===== src/rtl/mux8_rr_arbiter.sv =====
// mux8_rr_arbiter
//   Round-robin scheduler sharing one 8:1 single-bit mux among eight requesters.
//   A requester holds the grant for at most MAX_BURST accepted transfers, then the
//   grant rotates. One IDLE cycle always separates two grants.
//
// Ports
//   clk        : clock, all state updates on the rising edge
//   rst        : synchronous active-high reset
//   req[7:0]   : per-requester request
//   din[7:0]   : per-requester data bit (mux inputs)
//   out_ready  : downstream accepts out_data this cycle
//   sel[2:0]   : registered mux select (index of granted requester)
//   gnt[7:0]   : registered one-hot grant, zero when idle
//   out_valid  : selected bit is valid
//   out_data   : din[sel], the mux output
//   active     : high while a grant is held
module mux8_rr_arbiter #(
   parameter int unsigned MAX_BURST = 4
) (
   input  logic       clk,
   input  logic       rst,
   input  logic [7:0] req,
   input  logic [7:0] din,
   input  logic       out_ready,
   output logic [2:0] sel,
   output logic [7:0] gnt,
   output logic       out_valid,
   output logic       out_data,
   output logic       active
);

   localparam int unsigned    CntW    = $clog2(MAX_BURST + 1);
   localparam logic [CntW-1:0] CntLast = CntW'(MAX_BURST - 1);

   localparam logic [0:0] StIdle  = 1'b0;
   localparam logic [0:0] StGrant = 1'b1;

   logic [0:0]      state_q, state_d;
   logic [2:0]      ptr_q, ptr_d;
   logic [CntW-1:0] cnt_q, cnt_d;
   logic [2:0]      sel_q, sel_d;
   logic [7:0]      gnt_q, gnt_d;

   logic [15:0] req_dbl;
   logic [7:0]  req_rot;
   logic [2:0]  pick_off;
   logic [2:0]  pick_idx;
   logic        xfer;
   logic        rel;

   // Rotate requests so bit 0 is the pointer position, then take the lowest set bit.
   assign req_dbl = {req, req};
   assign req_rot = req_dbl[ptr_q +: 8];

   always_comb begin
      pick_off = 3'd0;
      for (int i = 7; i >= 0; i--) begin
         if (req_rot[i]) begin
            pick_off = 3'(i);
         end
      end
   end

   assign pick_idx = ptr_q + pick_off;

   // Outputs
   assign active    = (state_q == StGrant);
   assign out_valid = active & req[sel_q];
   assign out_data  = din[sel_q];
   assign sel       = sel_q;
   assign gnt       = gnt_q;

   assign xfer = out_valid & out_ready;
   // Release on request drop, or on the transfer that completes the burst.
   assign rel  = ~req[sel_q] | (xfer & (cnt_q == CntLast));

   always_comb begin
      state_d = state_q;
      ptr_d   = ptr_q;
      cnt_d   = cnt_q;
      sel_d   = sel_q;
      gnt_d   = gnt_q;
      case (state_q)
         StIdle: begin
            if (|req) begin
               state_d = StGrant;
               sel_d   = pick_idx;
               gnt_d   = 8'd1 << pick_idx;
               cnt_d   = '0;
            end else begin
               gnt_d = '0;
            end
         end
         StGrant: begin
            if (rel) begin
               state_d = StIdle;
               gnt_d   = '0;
               ptr_d   = sel_q + 3'd1;
               cnt_d   = '0;
            end else if (xfer) begin
               cnt_d = cnt_q + CntW'(1);
            end
         end
         default: begin
            state_d = StIdle;
         end
      endcase
   end

   always_ff @(posedge clk) begin
      if (rst) begin
         state_q <= StIdle;
         ptr_q   <= 3'd0;
         cnt_q   <= '0;
         sel_q   <= 3'd0;
         gnt_q   <= 8'd0;
      end else begin
         state_q <= state_d;
         ptr_q   <= ptr_d;
         cnt_q   <= cnt_d;
         sel_q   <= sel_d;
         gnt_q   <= gnt_d;
      end
   end

endmodule


===== config.mk =====
export PLATFORM = sky130hd
export DESIGN_NAME = mux8_rr_arbiter
export DESIGN_NICKNAME = d
export VERILOG_FILES = /design/src/rtl/mux8_rr_arbiter.sv
export SDC_FILE = /design/constraint.sdc
export NUM_CORES = 1
export LEC_CHECK = 0
export ABC_CLOCK_PERIOD_IN_PS = 4850
export CAP_MARGIN = 25
export CORE_AREA = 3 3 63 65
export DETAILED_ROUTE_END_ITERATION = 7
export DIE_AREA = 0 0 66 68
export GPL_TIMING_DRIVEN = 0
export PLACE_DENSITY = 0.7
export RECOVER_POWER = 50
export SLEW_MARGIN = 30
export SYNTH_ARGS = -nofsm -noshare
export SYNTH_HDL_FRONTEND = slang
export SYNTH_SLANG_ARGS = --single-unit

===== constraint.sdc =====
create_clock -name clk -period 4.85 [get_ports clk]
set_clock_uncertainty 0.2 [all_clocks]
set_input_delay 1.2125 -clock clk [delete_from_list [all_inputs] [get_ports clk]]
set_output_delay 1.2125 -clock clk [all_outputs]
set_load 0.05 [all_outputs]

== After elaboration in Yosys (flattened, before gate mapping) ==
Cells that the tools add are included.
Storage, ports and cells
  register bits after elaboration: 18
  output and inout port bits: 14
Operators by class
  add/subtract/negate cells: 3
  $lt $le $gt $ge: 1
  equality and inequality tests: 4
  shift-type cells: 2
  mux-type cells: 22
  bitwise logic cells: 6
  reduce and logical (&&, ||, !) cells: 4
Operators by type and width (number)
  3-bit 2-to-1 mux: 11
  8-bit 2-to-1 mux: 2
  8-bit one-hot mux with 2 select lines: 1
  16-bit by 4-bit indexed part select with 8-bit output: 1
  8-bit OR reduction: 1
  1-bit by 3-bit left shift with 8-bit output (first input constant): 1
  3-bit by 1-bit adder with 3-bit output (second input constant): 2
  1-bit binary-select mux with 3-bit select: 2
  3-bit one-hot mux with 2 select lines: 1
  2-bit AND reduction: 3
  3-bit by 4-bit < comparator with 1-bit output (second input constant): 1
  1-bit 2-to-1 mux: 4
  3-bit adder: 1
  1-bit bitwise AND: 3
  3-bit by 2-bit equality test with 1-bit output (second input constant): 1
  3-bit by 1-bit inequality test with 1-bit output (second input constant): 1
  2-bit by 1-bit inequality test with 1-bit output (second input constant): 1
  2-bit inequality test (second input constant): 1
  1-bit inverter: 2
  1-bit one-hot mux with 2 select lines: 1
  1-bit OR: 1

== Depth between registers and ports, before layout ==
Gate-level depths: netlist of the first run.
  depth in word-level cells: 13
  mapped depth: 14
  gate-level depth less buffers: 12

== Least setup slack after synthesis of the first run ==
No wires, ideal clock.
  path type: input to register
  start point: in req[0]
  end point: reg gnt_q[4], in the netlist gnt[4]
  library setup time: 0.142 ns
  data arrival time: 3.685 ns
  data required time: 4.508 ns
  setup slack: 0.823 ns
  stages: 12
  path buffers: 1
  cells stage by stage: buf_2 mux2_2 mux2_2 a211oi_1 a21oi_1 o31ai_1 ha_1 inv_1 fa_1 xnor2_1 xnor2_1 o21ai_0
On the way
  word-level cells in the longest chain between the ends: 13
  elaborated cells on any way between the ends: 22
  classes of those cells: add/sub: 1; eq/ne: 1; shift: 2; mux: 12; bitwise: 5; reduce/logical: 1
RTL lines
  start, declared: line 22  | input logic [7:0] req,
  16-bit by 4-bit indexed part select with 8-bit output: line 53  | assign req_rot = req_dbl[ptr_q +: 8];
  3-bit 2-to-1 mux (8 in series): line 58  | if (req_rot[i]) begin
  3-bit adder: line 64  | assign pick_idx = ptr_q + pick_off;
  1-bit by 3-bit left shift with 8-bit output: line 88  | gnt_d = 8'd1 << pick_idx;
  8-bit 2-to-1 mux: line 85  | if (|req) begin
  8-bit one-hot mux with 2 select lines: line 83  | case (state_q)
  end signal, assigned: line 122  | gnt_q <= gnt_d;
  end, declared: line 42  | logic [7:0] gnt_q, gnt_d;
Parallel ways exist; a longest one is shown, timed or not. The select of a mux whose other input is x is not followed.
A chain may end at the register's enable or synchronous reset.

== Worst setup path after layout of the first run ==
  start point: in req[2]
  end point: reg gnt_q[0], in the netlist gnt[0]
Same word-level chain as after synthesis.

==> flow_metrics.py, run 1 <==
metrics = {
    "cells_and_area": {
        "multi_input_area_um2": 1090,
        "diodes": 0,
        "fin_nets": 229,
        "drive_above_1_share_pct": 15.7,
        "area_delta_synth_final_pct": 25.2,
        "nFillCells": 321,
        "seqCellArea_um2": 360,
    },
    "clock_network": {
        "postCtsSetupBuffers": 0,
        "numCtsBuffers": 3,
        "clkLatencyLatePin_ps": 300,
        "cts_tree": "built",
        "root_buffer": "clkbuf_4",
        "cts_hold_buf": 0,
        "clock-sinks": 18,
        "cts_max_level": 1,
        "cts_buffer_depth": 2,
        "cts_resized": 0,
        "path_clk_slew_ps": 100,
    },
    "floorplanning": {
        "die_w_um": 66,
        "dieArea_um2": 4490,
        "ioPinCount": 33,
        "start_util_pct": 45.0,
        "core_region_area_um2": 3390,
        "fp.dieH_um": 68,
        "num_rows": 21,
    },
    "global_route": {
        "use_met2_pct": 39.5,
        "grt_overflow": 0,
        "grt_busiest_layer": "met2",
        "antenna_found_initial": 0,
        "grt_max_degree": 11,
        "use_met3_pct": 1.31,
        "use_met1_pct": 22.8,
        "grtUsageTotal_pct": 20.3,
        "grt_pass1_vias": 1534,
        "grt_pass1_wl_um": 7000,
    },
    "sta": {
        "rsz0062_at_grt": "false",
        "post-route-min-period_ps": 4550,
        "finalHoldViolCount": 0,
        "worst-slew-pin-transition_ps": 628,
        "slew_viol_final": 0,
        "slew_headroom_pct": 58.1,
        "setup_ws_ps": 295,
        "finalCritPeriodShare_pct": 93.9,
        "tns_ps": 0,
        "setup_viol": 0,
        "fmax_mhz": 220,
    },
    "yosys": {
        "synth-xor-area-share_pct": 1.72,
        "synth_top_family_by_area": "multiplexers",
        "synth_adder_area_share_pct": 4.59,
        "ys_types": 38,
        "synth_cells": 172,
        "synthMuxAreaShare_pct": 30.0,
        "ys.flop_type": "dfxtp_1",
        "synth_top_area_share_pct": 23.6,
        "async_flop_share_pct": 0,
        "yosys.area_share.simple_pct": 15.3,
        "ys_warn_count": 0,
        "ys_seq_area_share_pct": 23.6,
        "syn_area_per_cell_um2": 8.87,
        "synthesis.area_um2": 1530,
        "synth_top_cell_by_area": "dfxtp_1",
        "ys_ff_latch": 18,
        "synth_edf_count": 0,
        "synth_compound_area_share_pct": 19.4,
        "syn_nets": 196,
        "netlist_top_cells_area": "dfxtp_1, mux4_2, mux2i_1, nor2_1, a21oi_1",
    },
    "setup_path": {
        "max_stage_delay_ps": 660,
        "crit_top_cell": "mux2_2",
        "crit_required_ps": 4900,
        "path_cells": "dlygate4sd3_1, mux2_2, mux2_2, a211oi_1, a21oi_1, o31ai_1, ha_1, inv_1, fa_1, xnor2_1, xnor2_2, a32o_1",
        "crit_path_start_kind": "input pin",
        "cp_num_buf_inv": 2,
        "critPathTopFamily": "compound AO/OA/AOI/OAI gates",
        "end_kind": "flop",
        "slowest_stage": "dlygate4sd3_1",
        "worstSetupPathType": "in2reg",
        "crit_fanout": 9,
        "worstPathArrival_ps": 4600,
    },
    "worst_hold_path": {
        "hp-class": "reg2reg",
    },
    "power_and_ir_drop": {
        "totalPowerFinal_mw": 0.685,
        "leakagePower_nw": 0.728,
        "sw_frac_of_total_pct": 45.0,
        "p_switching_mw": 0.308,
        "pwr-share-comb_pct": 58.9,
        "p_seq_share_pct": 27.7,
        "p_clk_share_pct": 13.3,
        "power.internal_mw": 0.377,
        "powerDensity_nw_per_um2": 359,
        "ir_drop_uv": 274,
    },
    "drt": {
        "vias_per_cell": 5.94,
        "wire_per_inst_um": 16.9,
        "firstDrtPassIters": 4,
        "vias": 1485,
        "dr.first_iter.drc_count": 58,
        "drc": 0,
        "wl_um": 4220,
        "drtAntennaViolNets": 0,
    },
    "job": {
        "cap_violations": 0,
    },
    "placement": {
        "hpwl_um": 3190,
        "io_buffers": 28,
        "preCtsSetupSlack_ps": -140,
        "gp_congestion": 0.791,
    },
    "status": {
        "status": "completed",
    },
}
[power by group through the flow]
stage | registers (mW) | clock network, mW | logic (mW)
after floorplan | 0.251 | 0 | 0.234
after global placement | 0.192 | 0 | 0.393
after detailed placement | 0.194 | 0 | 0.403
after CTS | 0.191 | 0.0929 | 0.407
after global routing | 0.194 | 0.0990 | 0.433
final | 0.190 | 0.0913 | 0.404
[flip-flops by register name, indices dropped and copies added (netlist names)]
name,count
active,1
cnt_q,3
gnt,8
ptr_q,3
sel,3
[cell usage after synthesis (2+ instances only)]
cell and n:
a22o_1 2, buf_2 5, nand2_1 16, dfxtp_1 18, nor3_1 5, mux2_2 6, o21ai_0 7, a21oi_1 14
or2_2 2, mux2i_1 12, o31ai_1 4, nor2_1 19, mux4_2 12, nor2b_1 2, a32o_1 2, o21a_1 2
inv_1 7, ha_1 4, a211oi_1 6, clkbuf_1 6, nand2b_1 3, xnor2_1 2
[worst paths after layout]
kind | start | endpoint | slack, ps | depth (start not counted)
worst max-delay path | req[2] | gnt[0]$_SDFFE_PP0P_ | 300 | 12
worst min-delay path | gnt[4]$_SDFFE_PP0P_ | gnt[4]$_SDFFE_PP0P_ | 260 | 2
worst max register to register | ptr_q[1]$_SDFFE_PP0P_ | gnt[0]$_SDFFE_PP0P_ | 630 | 13
worst min register to register | gnt[4]$_SDFFE_PP0P_ | gnt[4]$_SDFFE_PP0P_ | 260 | 2
[metal layers]
metal,routed length (um),up-vias
li1,-,704
met1,1680,714
met2,2240,56
met3,173,11
met4,120,0
met5,0,-
[logic make-up (layout without fill, tap and decap cells)]
logic type	after synthesis	after routing
DFF	18	18
adders and majority gates	5	5
muxes	30	30
AOI/OAI and AO/OA	44	44
and+or+nand+nor	52	52
xor gates and xnor gates	3	3
buffers and inverters	20	52
[cells in the final DEF (no fill, tap or decap), types with 2 or more instances in the layout]
cell,n
nor2_1,19
dfxtp_1,18
nand2_1,16
a21oi_1,14
clkdlybuf4s50_1,14
dlygate4sd3_1,13
mux2i_1,12
mux4_2,12
inv_1,7
o21ai_0,7
clkbuf_1,6
mux2_2,6
a211oi_1,6
buf_2,5
nor3_1,5
o31ai_1,4
ha_1,4
nand2b_1,3
clkbuf_4,3
o21a_1,2
nor2b_1,2
or2_2,2
a32o_1,2
a22o_1,2
[worst min-delay path: stages, from the launching register on]
cell and delay [ps]:
dfxtp_1 340, nand2_1 40, o21ai_0 50
[layout make-up]
cell class,instances,area share (%)
Multi-Input combinational cell,134,57.1
Sequential cell,18,18.9
Timing Repair Buffer,28,14.8
Tap cell,46,3.01
Buffer,12,2.69
Clock buffer,4,1.90
Inverter,8,1.57
[metrics by stage]
stage / std cells / util, % / hold WS (ps) / instance area, um2
after global placement: 246 / 55.0 / 238 / 1860
final: 250 / 56.3 / 259 / 1910
after detailed placement: 246 / 55.0 / 245 / 1860
after CTS: 250 / 56.0 / 267 / 1900
after floorplan: 172 / - / 228 / 1530
after global routing: 250 / 56.3 / 293 / 1910
No activity file was read; power rests on OpenSTA's default activity.
==> run 2, diff against run 1 <==
--- a/config.mk
+++ b/config.mk
@@ -13,6 +13,7 @@
 export GPL_TIMING_DRIVEN = 0
 export PLACE_DENSITY = 0.7
 export RECOVER_POWER = 50
+export SETUP_SLACK_MARGIN = 0.2
 export SLEW_MARGIN = 30
 export SYNTH_ARGS = -nofsm -noshare
 export SYNTH_HDL_FRONTEND = slang
==> run 2 against run 1 <==
  * Setup slack worse by 78 ps
  * Highest routed layer unchanged
  * Via count is 0.47% lower
  * Maximum frequency is 1.7% lower
  * Die area stayed put
==> flow_metrics.py, run 2 (synthesis gave the netlist of run 1 again) <==
metrics = {
    "power_and_ir_drop": {
        "totalPowerFinal_mw": 0.689,
        "ir_drop_uv": 273,
        "leakagePower_nw": 0.721,
        "powerDensity_nw_per_um2": 360,
    },
    "global_route": {
        "grt_overflow": 0,
        "grtUsageTotal_pct": 20.4,
        "grt_pass1_vias": 1536,
        "grt_pass1_wl_um": 7040,
        "grt_max_degree": 11,
        "antenna_found_initial": 0,
    },
    "setup_path": {
        "max_stage_delay_ps": 670,
        "rr_startpoint": "ptr_q[1]$_SDFFE_PP0P_",
        "reg2reg_depth": 14,
        "worstPathArrival_ps": 3220,
        "slowest_stage": "dlygate4sd3_1",
        "path_cells": "dlygate4sd3_1, mux4_2, mux2i_1, nor2b_1, dlygate4sd2_1",
        "critPathTopFamily": "buffers and inverters",
        "end_kind": "output pin",
        "crit_fanout": 7,
        "worstSetupPathType": "in2out",
        "crit_path_start_kind": "input pin",
        "r2r_end": "gnt[0]$_SDFFE_PP0P_",
        "ff2ff_setup_slack_ps": 630,
        "cp_num_buf_inv": 2,
        "crit_required_ps": 3440,
    },
    "drt": {
        "firstDrtPassIters": 4,
        "drtAntennaViolNets": 0,
        "vias_per_cell": 5.89,
        "dr.first_iter.drc_count": 71,
        "drc": 0,
        "wire_per_inst_um": 16.7,
        "wl_um": 4190,
        "vias": 1478,
    },
    "sta": {
        "slew_viol_final": 0,
        "rsz0062_at_grt": "false",
        "setup_ws_ps": 217,
        "post-route-min-period_ps": 4630,
        "setup_viol": 0,
        "slew_headroom_pct": 58.5,
        "worst-slew-pin-transition_ps": 623,
        "finalHoldViolCount": 0,
        "fmax_mhz": 216,
        "finalCritPeriodShare_pct": 95.5,
    },
    "worst_hold_path": {
        "hold_end": "gnt[4]$_SDFFE_PP0P_",
        "min-delay-start": "gnt[4]$_SDFFE_PP0P_",
        "whs_path_depth": 2,
        "hp-class": "reg2reg",
    },
    "clock_network": {
        "cts_tree": "built",
        "cts_buffer_depth": 2,
        "cts_max_level": 1,
        "clkLatencyLatePin_ps": 290,
        "root_buffer": "clkbuf_4",
        "clock-sinks": 18,
        "path_clk_slew_ps": 90,
        "numCtsBuffers": 3,
    },
    "placement": {
        "preCtsSetupSlack_ps": -140,
        "hpwl_um": 3190,
        "gp_congestion": 0.791,
        "dp_cells": 246,
        "io_buffers": 28,
    },
    "floorplanning": {
        "ioPinCount": 33,
        "start_util_pct": 45.0,
        "die_w_um": 66,
        "fp.dieH_um": 68,
        "core_region_area_um2": 3390,
        "dieArea_um2": 4490,
        "num_rows": 21,
    },
    "cells_and_area": {
        "diodes": 0,
        "area_delta_synth_final_pct": 25.4,
        "fin_nets": 230,
        "layout_common_cells": "nor2_1, dfxtp_1, nand2_1",
        "layout_commonest_cell": "nor2_1",
        "largest_register_ffs": 8,
        "final_cells": 251,
        "drive_above_1_share_pct": 16.1,
    },
    "job": {
        "cap_violations": 0,
    },
    "status": {
        "status": "completed",
    },
}
[run 2: timing repair]
| action | CTS | global route |
|---|---|---|
| pin swaps | 0 | 1 |
| hold buffers | 0 | 0 |
| endpoints found under the setup margin | 10 | 9 |
| buffers inserted | 0 | 1 |
| gates resized for setup | 2 | 1 |
[run 2: metal layers]
layer  vias up  part of all wire, %  global-route usage (%)
li1        703                    -                       -
met1       710                   40                    22.8
met2        54                   52                    40.1
met3        11                  4.8                    1.31
met4         0                  3.0                    8.12
met5         -                    0                       0
[run 2: power breakdown]
| part | switching [mW] | total [mW] | internal (mW) |
|---|---|---|---|
| logic | 0.245 | 0.408 | 0.163 |
| clock network | 0.0449 | 0.0908 | 0.0458 |
| registers | 0.0189 | 0.190 | 0.171 |
| total | 0.309 | 0.689 | 0.380 |
[run 2: per-stage QoR]
step,hold WS [ps],utilization (%),setup TNS (ps),instance area [um2]
3_3_place_gp,238,55.0,-373,1860
2_1_floorplan,228,-,0,1530
4_1_cts,267,56.2,0,1910
5_1_grt,293,56.4,0,1910
6_report,258,56.4,0,1910
3_5_place_dp,245,55.0,-948,1860
[run 2: worst max-delay path by stage]
stage               slack, ps    from  depth (start not counted)                  end
CTS                       340  req[2]                          5            out_valid
detailed placement       -140  req[2]                         12  gnt[4]$_SDFFE_PP0P_
global route              140  req[2]                         13  sel[2]$_SDFFE_PP0P_
finish                    220  req[2]                          5            out_valid
floorplan                 820  req[0]                         12  gnt[4]$_SDFFE_PP0P_
global placement          -70  req[2]                         12  gnt[4]$_SDFFE_PP0P_
[run 2: layout make-up]
cell class	count	area, um2
Inverter	8	30.0
Buffer	12	51.3
Clock buffer	4	36.3
Sequential cell	18	360
Timing Repair Buffer	29	287
Tap cell	46	57.6
Multi-Input combinational cell	134	1090
Fill cell	324	1480
[run 2: worst reg2reg max path: cells and delay by family, from the launching register on]
| kind | cells | cell delay (ps) |
|---|---|---|
| xor gates and xnor gates | 2 | 340 |
| buffers and inverters | 4 | 1000 |
| DFF | 1 | 410 |
| muxes | 2 | 660 |
| adders and majority gates | 2 | 580 |
| AOI/OAI and AO/OA | 4 | 940 |
==> run 3, diff against run 2 <==
--- a/config.mk
+++ b/config.mk
@@ -7,11 +7,11 @@
 export LEC_CHECK = 0
 export ABC_CLOCK_PERIOD_IN_PS = 4850
 export CAP_MARGIN = 25
-export CORE_AREA = 3 3 63 65
+export CORE_AREA = 3 3 59 61
 export DETAILED_ROUTE_END_ITERATION = 7
-export DIE_AREA = 0 0 66 68
+export DIE_AREA = 0 0 62 64
 export GPL_TIMING_DRIVEN = 0
-export PLACE_DENSITY = 0.7
+export PLACE_DENSITY = 0.78
 export RECOVER_POWER = 50
 export SETUP_SLACK_MARGIN = 0.2
 export SLEW_MARGIN = 30
==> run 3 against run 2 <==
  * Combinational power shrank 2%
  * Clock power grew 2.9%
  * Die area is 12% lower
  * Global-route usage increased by 1.7 points
  * Sequential power hardly changed
  * Register-to-register slack better by 50 ps
  * Core utilization increased by 6.4 points
  * Largest power group unchanged
  * Maximum frequency grew 1.8%
  * Non-clock buffer count is 1 lower
  * Power down 1.0%
  * Wire length is 5.4% lower
  * Cell area shrank 0.52%
==> flow_metrics.py, run 3 (synthesis gave the netlist of run 1 again) <==
metrics = {
    "power_and_ir_drop": {
        "ir_drop_uv": 217,
        "leakagePower_nw": 0.716,
        "pwr-share-comb_pct": 58.6,
        "sw_frac_of_total_pct": 44.9,
        "powerDensity_nw_per_um2": 358,
        "p_clk_share_pct": 13.7,
        "totalPowerFinal_mw": 0.682,
        "p_seq_share_pct": 27.7,
        "p_switching_mw": 0.306,
        "power.internal_mw": 0.376,
    },
    "sta": {
        "setup_ws_ps": 300,
        "finalCritPeriodShare_pct": 93.8,
        "finalHoldViolCount": 0,
        "post-route-min-period_ps": 4550,
        "slew_viol_final": 0,
        "hold-worst-slack_ps": 259,
        "setup_viol": 0,
        "rsz0062_at_grt": "false",
        "fmax_mhz": 220,
        "worst-slew-pin-transition_ps": 590,
        "slew_headroom_pct": 60.2,
    },
    "floorplanning": {
        "start_util_pct": 50.4,
        "core_region_area_um2": 3030,
        "ioPinCount": 33,
        "num_rows": 20,
        "fp.dieH_um": 64,
        "dieArea_um2": 3970,
        "die_w_um": 62,
    },
    "job": {
        "cap_violations": 0,
    },
    "worst_hold_path": {
        "min-delay-start": "gnt[5]$_SDFFE_PP0P_",
        "hp-class": "reg2reg",
        "whs_path_depth": 2,
        "hold_end": "gnt[5]$_SDFFE_PP0P_",
    },
    "global_route": {
        "grt_overflow": 0,
        "grt_pass1_wl_um": 6610,
        "grt_max_degree": 11,
        "antenna_found_initial": 0,
        "grt_pass1_vias": 1492,
        "grtUsageTotal_pct": 22.1,
    },
    "setup_path": {
        "reg2reg_depth": 13,
        "end_kind": "output pin",
        "crit_fanout": 7,
        "cp-startpoint": "req[3]",
        "crit_path_start_kind": "input pin",
        "crit_required_ps": 3440,
        "r2r_end": "gnt[4]$_SDFFE_PP0P_",
        "rr_startpoint": "ptr_q[1]$_SDFFE_PP0P_",
        "worstPathArrival_ps": 3140,
        "worstSetupPathType": "in2out",
        "ff2ff_setup_slack_ps": 680,
    },
    "cells_and_area": {
        "nFillCells": 264,
        "diodes": 0,
        "area_delta_synth_final_pct": 24.8,
        "fin_nets": 229,
        "layout_commonest_cell": "nor2_1",
        "layout_common_cells": "nor2_1, dfxtp_1, nand2_1",
        "final_util_pct": 62.9,
        "drive_above_1_share_pct": 15.7,
        "multi_input_area_um2": 1090,
        "largest_register_ffs": 8,
        "seqCellArea_um2": 360,
    },
    "clock_network": {
        "numCtsBuffers": 3,
        "clkLatencyLatePin_ps": 300,
        "cts_hold_buf": 0,
        "cts_buffer_depth": 2,
        "path_clk_slew_ps": 100,
        "postCtsSetupBuffers": 0,
        "root_buffer": "clkbuf_4",
        "cts_tree": "built",
        "cts_max_level": 1,
        "clock-sinks": 18,
    },
    "status": {
        "status": "completed",
    },
    "placement": {
        "hpwl_um": 3080,
        "preCtsSetupSlack_ps": -117,
        "io_buffers": 28,
        "gp_congestion": 0.824,
    },
    "drt": {
        "dr.first_iter.drc_count": 101,
        "firstDrtPassIters": 4,
        "wire_per_inst_um": 16.0,
        "wl_um": 3960,
        "vias": 1487,
        "drtAntennaViolNets": 0,
        "vias_per_cell": 6.00,
        "drc": 0,
    },
}
-- run 3: cell types whose count changed in the layout (fill, tap and decap cells not counted) --
cell | before | now
dlygate4sd3_1 | 13 | 12
buf_4 | 1 | 0
clkdlybuf4s50_1 | 14 | 15
o21ai_1 | 1 | 0
o21ai_0 | 6 | 7
-- run 3: area by class of cell --
class                           count  area share [%]
Buffer                             12            2.70
Clock buffer                        4            1.91
Inverter                            8            1.58
Multi-Input combinational cell    134            57.3
Sequential cell                    18            18.9
Tap cell                           44            2.89
Timing Repair Buffer               28            14.7
-- run 3: what timing repair did --
action,in CTS,in global routing
resized for setup,2,1
hold endpoints to repair,0,0
setup endpoints to repair,2,1
-- run 3: layer usage --
metal / track usage (%) / up-vias / part of all wire (%)
met2: 39.4 / 55 / 53
li1: - / 703 / -
met4: 9.28 / 0 / 2.8
met3: 2.63 / 13 / 4.7
met5: 0 / - / 0
met1: 25.2 / 716 / 39
-- run 3: power groups by stage --
stage	clock, mW	sequential, mW	combinational [mW]
after global routing	0.101	0.193	0.431
after detailed placement	0	0.193	0.402
after global placement	0	0.192	0.390
final	0.0934	0.189	0.400
after floorplan	0	0.251	0.234
after CTS	0.0968	0.190	0.405
-- run 3: how the worst max path moves through the flow --
stage,slack [ps],depth (start not counted),end
global placement,-40,12,gnt[4]$_SDFFE_PP0P_
CTS,330,5,out_valid
detailed placement,-120,12,gnt[4]$_SDFFE_PP0P_
global route,180,5,out_valid
floorplan,820,12,gnt[4]$_SDFFE_PP0P_
finish,300,5,out_valid
-- run 3: through the flow --
step / std cells / instance area [um2] / setup TNS [ps]
final: 248 / 1900 / 0
after global routing: 248 / 1900 / 0
after global placement: 244 / 1860 / -96.8
after floorplan: 172 / 1530 / 0
after detailed placement: 244 / 1860 / -654
after CTS: 248 / 1900 / 0
-- run 3: critical path, cell delays in order --
cell	delay, ps
clkdlybuf4s50_1	540
mux4_2	530
mux2i_1	280
nor2b_1	130
dlygate4sd2_1	440
